$ cat src/rtl/cs_cpa_pipe.sv
// rtl/cs_cpa_pipe.sv - segmented pipelined carry-propagate adder resolving a carry-save pair
module cs_cpa_pipe #(
    parameter int WIDTH = 8,
    parameter int SEG   = 4,
    localparam int PW   = 2 * WIDTH
) (
    input  logic          CLK,
    input  logic          RST,
    input  logic          in_valid,
    output logic          in_ready,
    input  logic [PW-1:0] sum_in,
    input  logic [PW-1:0] carry_in,
    output logic          out_valid,
    input  logic          out_ready,
    output logic [PW-1:0] product,
    output logic          cout
);
    localparam int NSEG = PW / SEG;

    generate
        if (PW % SEG != 0) begin : g_seg_check
            $error("cs_cpa_pipe: 2*WIDTH must be a multiple of SEG");
        end
    endgenerate

    // Stage k holds resolved bits [(k+1)*SEG-1:0] in res, the raw vectors for the
    // upper segments in sum/car, and the carry into segment k+1 in cy.
    logic [NSEG-1:0][PW-1:0] res_q, res_d, sum_q, sum_d, car_q, car_d;
    logic [NSEG-1:0][PW-1:0] src_res, src_sum, src_car;
    logic [NSEG-1:0]         cy_q, cy_d, vld_q, vld_d, src_cy, src_vld;
    logic [NSEG-1:0][SEG:0]  seg_s;
    logic                    adv;

    always_comb begin
        adv   = !vld_q[NSEG-1] || out_ready;
        res_d = res_q;
        sum_d = sum_q;
        car_d = car_q;
        cy_d  = cy_q;
        vld_d = vld_q;
        seg_s = '0;

        src_res    = '0;
        src_sum    = '0;
        src_car    = '0;
        src_cy     = '0;
        src_vld    = '0;
        src_sum[0] = sum_in;
        src_car[0] = carry_in;
        src_vld[0] = in_valid;
        for (int k = 1; k < NSEG; k++) begin
            src_res[k] = res_q[k-1];
            src_sum[k] = sum_q[k-1];
            src_car[k] = car_q[k-1];
            src_cy[k]  = cy_q[k-1];
            src_vld[k] = vld_q[k-1];
        end

        for (int k = 0; k < NSEG; k++) begin
            seg_s[k] = {1'b0, src_sum[k][k*SEG +: SEG]}
                     + {1'b0, src_car[k][k*SEG +: SEG]}
                     + {{SEG{1'b0}}, src_cy[k]};
            if (adv) begin
                vld_d[k] = src_vld[k];
                // The output stage only loads data when a valid beat lands in it.
                if (k != NSEG - 1 || src_vld[k]) begin
                    res_d[k]               = src_res[k];
                    res_d[k][k*SEG +: SEG] = seg_s[k][SEG-1:0];
                    cy_d[k]                = seg_s[k][SEG];
                    sum_d[k]               = src_sum[k];
                    car_d[k]               = src_car[k];
                end
            end
        end
    end

    always_ff @(posedge CLK) begin
        if (RST) begin
            res_q <= '0;
            sum_q <= '0;
            car_q <= '0;
            cy_q  <= '0;
            vld_q <= '0;
        end else begin
            res_q <= res_d;
            sum_q <= sum_d;
            car_q <= car_d;
            cy_q  <= cy_d;
            vld_q <= vld_d;
        end
    end

    assign in_ready  = adv;
    assign out_valid = vld_q[NSEG-1];
    assign product   = res_q[NSEG-1];
    assign cout      = cy_q[NSEG-1];
endmodule

$ cat config.mk
export PLATFORM = sky130hd
export DESIGN_NAME = cs_cpa_pipe
export DESIGN_NICKNAME = d
export VERILOG_FILES = /design/src/rtl/cs_cpa_pipe.sv
export SDC_FILE = /design/constraint.sdc
export NUM_CORES = 1
export LEC_CHECK = 0
export ABC_AREA = 1
export BUFFER_PORTS_ARGS = -buffer_cell sky130_fd_sc_hd__buf_2
export CORE_ASPECT_RATIO = 1.4
export CORE_MARGIN = 2
export CORE_UTILIZATION = 30
export CTS_CLUSTER_SIZE = 14
export DETAILED_ROUTE_END_ITERATION = 12
export SYNTH_ARGS = -nofsm -noshare
export SYNTH_HDL_FRONTEND = slang
export SYNTH_SLANG_ARGS = --single-unit
$ cat constraint.sdc
create_clock -name CLK -period 1.56 [get_ports CLK]
set_clock_uncertainty 0.1 [all_clocks]
set_input_delay 0 -clock CLK [delete_from_list [all_inputs] [get_ports CLK]]
set_output_delay 0 -clock CLK [all_outputs]
set_load 0.05 [all_outputs]
==> results.md <==
- Required time of the critical path: approximately 1.7 ns
- CTS tree: yes
- Vias: 3,313
- CTS root buf: clkbuf_16
- Final period util: 101%
- CORE AREA: between 10,000 and 15,000 um2
- Antenna diodes: 0
- Clk buf depth: 2
- Dominant cells by area after synthesis: dfxtp_1 (47%), nor2_1 (14%), o21ai_0 (11%), ha_1 (4.0%), buf_4 (3.5%)
- Share of cells above drive strength 1: 18.5%
- Antenna viol nets, final: 0
- Worst setup path class: register to register
- Fin Setup TNS: -0.0249 ns
- Seq pwr share: 46.2%
- Vias in the first global route: 3,250
- Pre-antenna DRT Iters: 4
- Hold path start: sum_in[3]
- Final wirelength: between 7000 and 8000 um
- Tot GR Track Use: 11.7%
- Max Clock Freq: 632 MHz
- Post-synthesis register bit count: 96
- Cell Pwr Density: 1150 nW/um2
- Max-cap violation count: 0
- Initial antenna violation count: 0
- Fillers: 1,445
- Max-slew violation total from the final report: 0
- Failing checks: setup timing
- Combinational power share: 10.8%
- Dpl cells: 716
- CTS HTree Levels: 3
- Synth Warn #: 0
- WL/cell: 10.3 um
- Crit start category: register
- Slew HR: 74.7%
- # rows: 50
- Crit path capture type: register
- IO Pins: 55
- Avg Vias per Cell: ~4.3
- Gp weighted congestion: 0.810
- Worst setup path start: cy_q[2]$_SDFFE_PP0N_
- Peak supply drop: 0.500 mV
- Syn_nets: 573
- Switching pwr: 1.35 mW
- Starting Density: 30.5%
- Cells after Synth: roughly 520
- CTS Buf Count: 9
- Setup slack after layout: -0.0232 ns
- Final min period: 1.58 ns
- Seq/Total Area, Yosys: 47.5%
- Hold WC Path Type: primary input to register
- Footprint of the multi-input gates: 1760 um2
- Reg2Reg Launch Point: cy_q[2]$_SDFFE_PP0N_
- Die W: 102 um
- Initial DRC Count: 177
- Grt ovf: 0
- Internal power: 4.50 mW
- Outcome: finished with violations
- Die Ht: 141 um
- P&R area growth vs syn: 25.7%
- Area occupied by registers: between 1500 and 2000 um2
- Synthesized area per cell: 7.83 um2
- Clock share of power: a little over two fifths
- Arr. time, crit path: between 1.5 and 2 ns
- Largest net degree at the start of global routing: 76
- Sw frac: 23.1%
- Cell taking the most area after synthesis: dfxtp_1
- Most frequent cells in the layout: nor2_1 (155), dfxtp_1 (87), o21ai_0 (84)
- # setup viols final: 2
- Nets@finish: 634
- Dpl hpwl: 5290 um
- Die area: between 10,000 and 15,000 um2
- Synth Cell Area: 4050 um2
- Global-route wire length before repair: 13,800 um
- Clock sink total: 96
- Clk Latency, worst-skew pair: 0.34 ns
- Slew @ Worst Pin: 0.379 ns
- Hold Slack: 0.0235 ns
- DRC violation count after routing: 0
- Most common cell after layout, fill and taps aside: nor2_1
- Final Hold Fails: 0
- Final Non-Filler Cells: 765
- RSZ-0062 raised after global routing: yes
- Leakage: 2.43 nW
- IO Port Bufs: 54
- CTS clk-pin slew, worst paths: 0.06 ns
- Top-area cell type share of the netlist area: 47.5%
- Distinct cells, synth: 19
- Worst-path fanout max: 3
## flip-flops by register name, summed over array words and instances (netlist names)
name / count
src_sum: 24
res_q: 24
car_q: 24
cy_q: 4
vld_q: 4
product: 16
## layer usage
| metal | up-vias | global-route usage [%] | wire [um] |
|---|---|---|---|
| met5 | - | 0 | 0 |
| met4 | 0 | 5.40 | 182 |
| met3 | 12 | 2.51 | 264 |
| met2 | 56 | 20.9 | 3850 |
| met1 | 1481 | 13.1 | 3590 |
| li1 | 1764 | - | - |
## synthesized netlist by cell type
cell      number
a21oi_1       24
buf_2         10
buf_4         19
buf_6          3
clkbuf_1      13
dfxtp_1       96
fa_1           7
ha_1          13
inv_1         33
inv_2          2
nand2_1       22
nand2_4        1
nand3_1       16
nor2_1       155
nor2_4         2
o21ai_0       87
o21ai_1       10
or2_2          1
xor2_1         3
## cell type report
| type | instances | share of cell area (%) |
|---|---|---|
| inverters | 35 | 2.58 |
| multi-input cells | 341 | 34.5 |
| flip-flops and latches | 96 | 38.0 |
| well taps | 182 | 4.48 |
| repair buffers | 95 | 13.5 |
| clock inverters | 6 | 2.24 |
| clock buffers | 10 | 4.70 |
## power by group through the flow
stage / registers [mW] / logic, mW / clock network, mW
detailed placement: 2.75 / 0.557 / 0
global route: 2.72 / 0.715 / 2.68
CTS: 2.70 / 0.626 / 2.59
global placement: 2.75 / 0.541 / 0
floorplan: 2.74 / 0.438 / 0
finish: 2.70 / 0.631 / 2.51
## final timing paths
check,end,slack [ns],depth (start not counted)
worst max-delay path,cy_q[3]$_SDFFE_PP0P_,-0.02,7
worst max register to register,cy_q[3]$_SDFFE_PP0P_,-0.02,7
worst min register to register,car_q[31]$_SDFFE_PP0N_,0.37,2
worst min-delay path,cy_q[0]$_SDFFE_PP0N_,0.02,4
## kinds of logic after synthesis
logic type                 count (synthesis)  synth area share (%)
and+or+nand+nor                          197                  19.4
AOI/OAI and AO/OA                        121                  15.0
DFF                                       96                  47.5
buffers and inverters                     80                  10.0
adders and majority gates                 20                  7.48
xor gates and xnor gates                   3                 0.649
## critical path: stages, from the launching register on
cell	delay, ns
dfxtp_2	0.34
fa_2	0.23
inv_2	0.05
fa_2	0.33
or2_4	0.24
nand2_2	0.05
nand2_1	0.04
a21oi_1	0.13
## stage by stage
| stage | setup WS, ns | utilization, % | total power [mW] | area, um2 |
|---|---|---|---|---|
| 2_1_floorplan | 0.00486 | - | 3.18 | 4060 |
| 3_5_place_dp | -0.0934 | 32.9 | 3.31 | 4370 |
| 4_1_cts | -0.0360 | 38.2 | 5.92 | 5060 |
| 5_1_grt | -0.0925 | 38.4 | 6.11 | 5090 |
| 3_3_place_gp | -0.0491 | 32.9 | 3.29 | 4370 |
| 6_report | -0.0232 | 38.4 | 5.84 | 5090 |
## what timing repair did
action / CTS / global route
pin swaps: 4 / 4
endpoints found under the hold margin: 30 / 0
hold buffers: 32 / 0
gates resized for setup: 8 / 13
endpoints found under the setup margin: 6 / 8
setup buffers: 1 / 0
No activity file was read; power rests on OpenSTA's default activity.
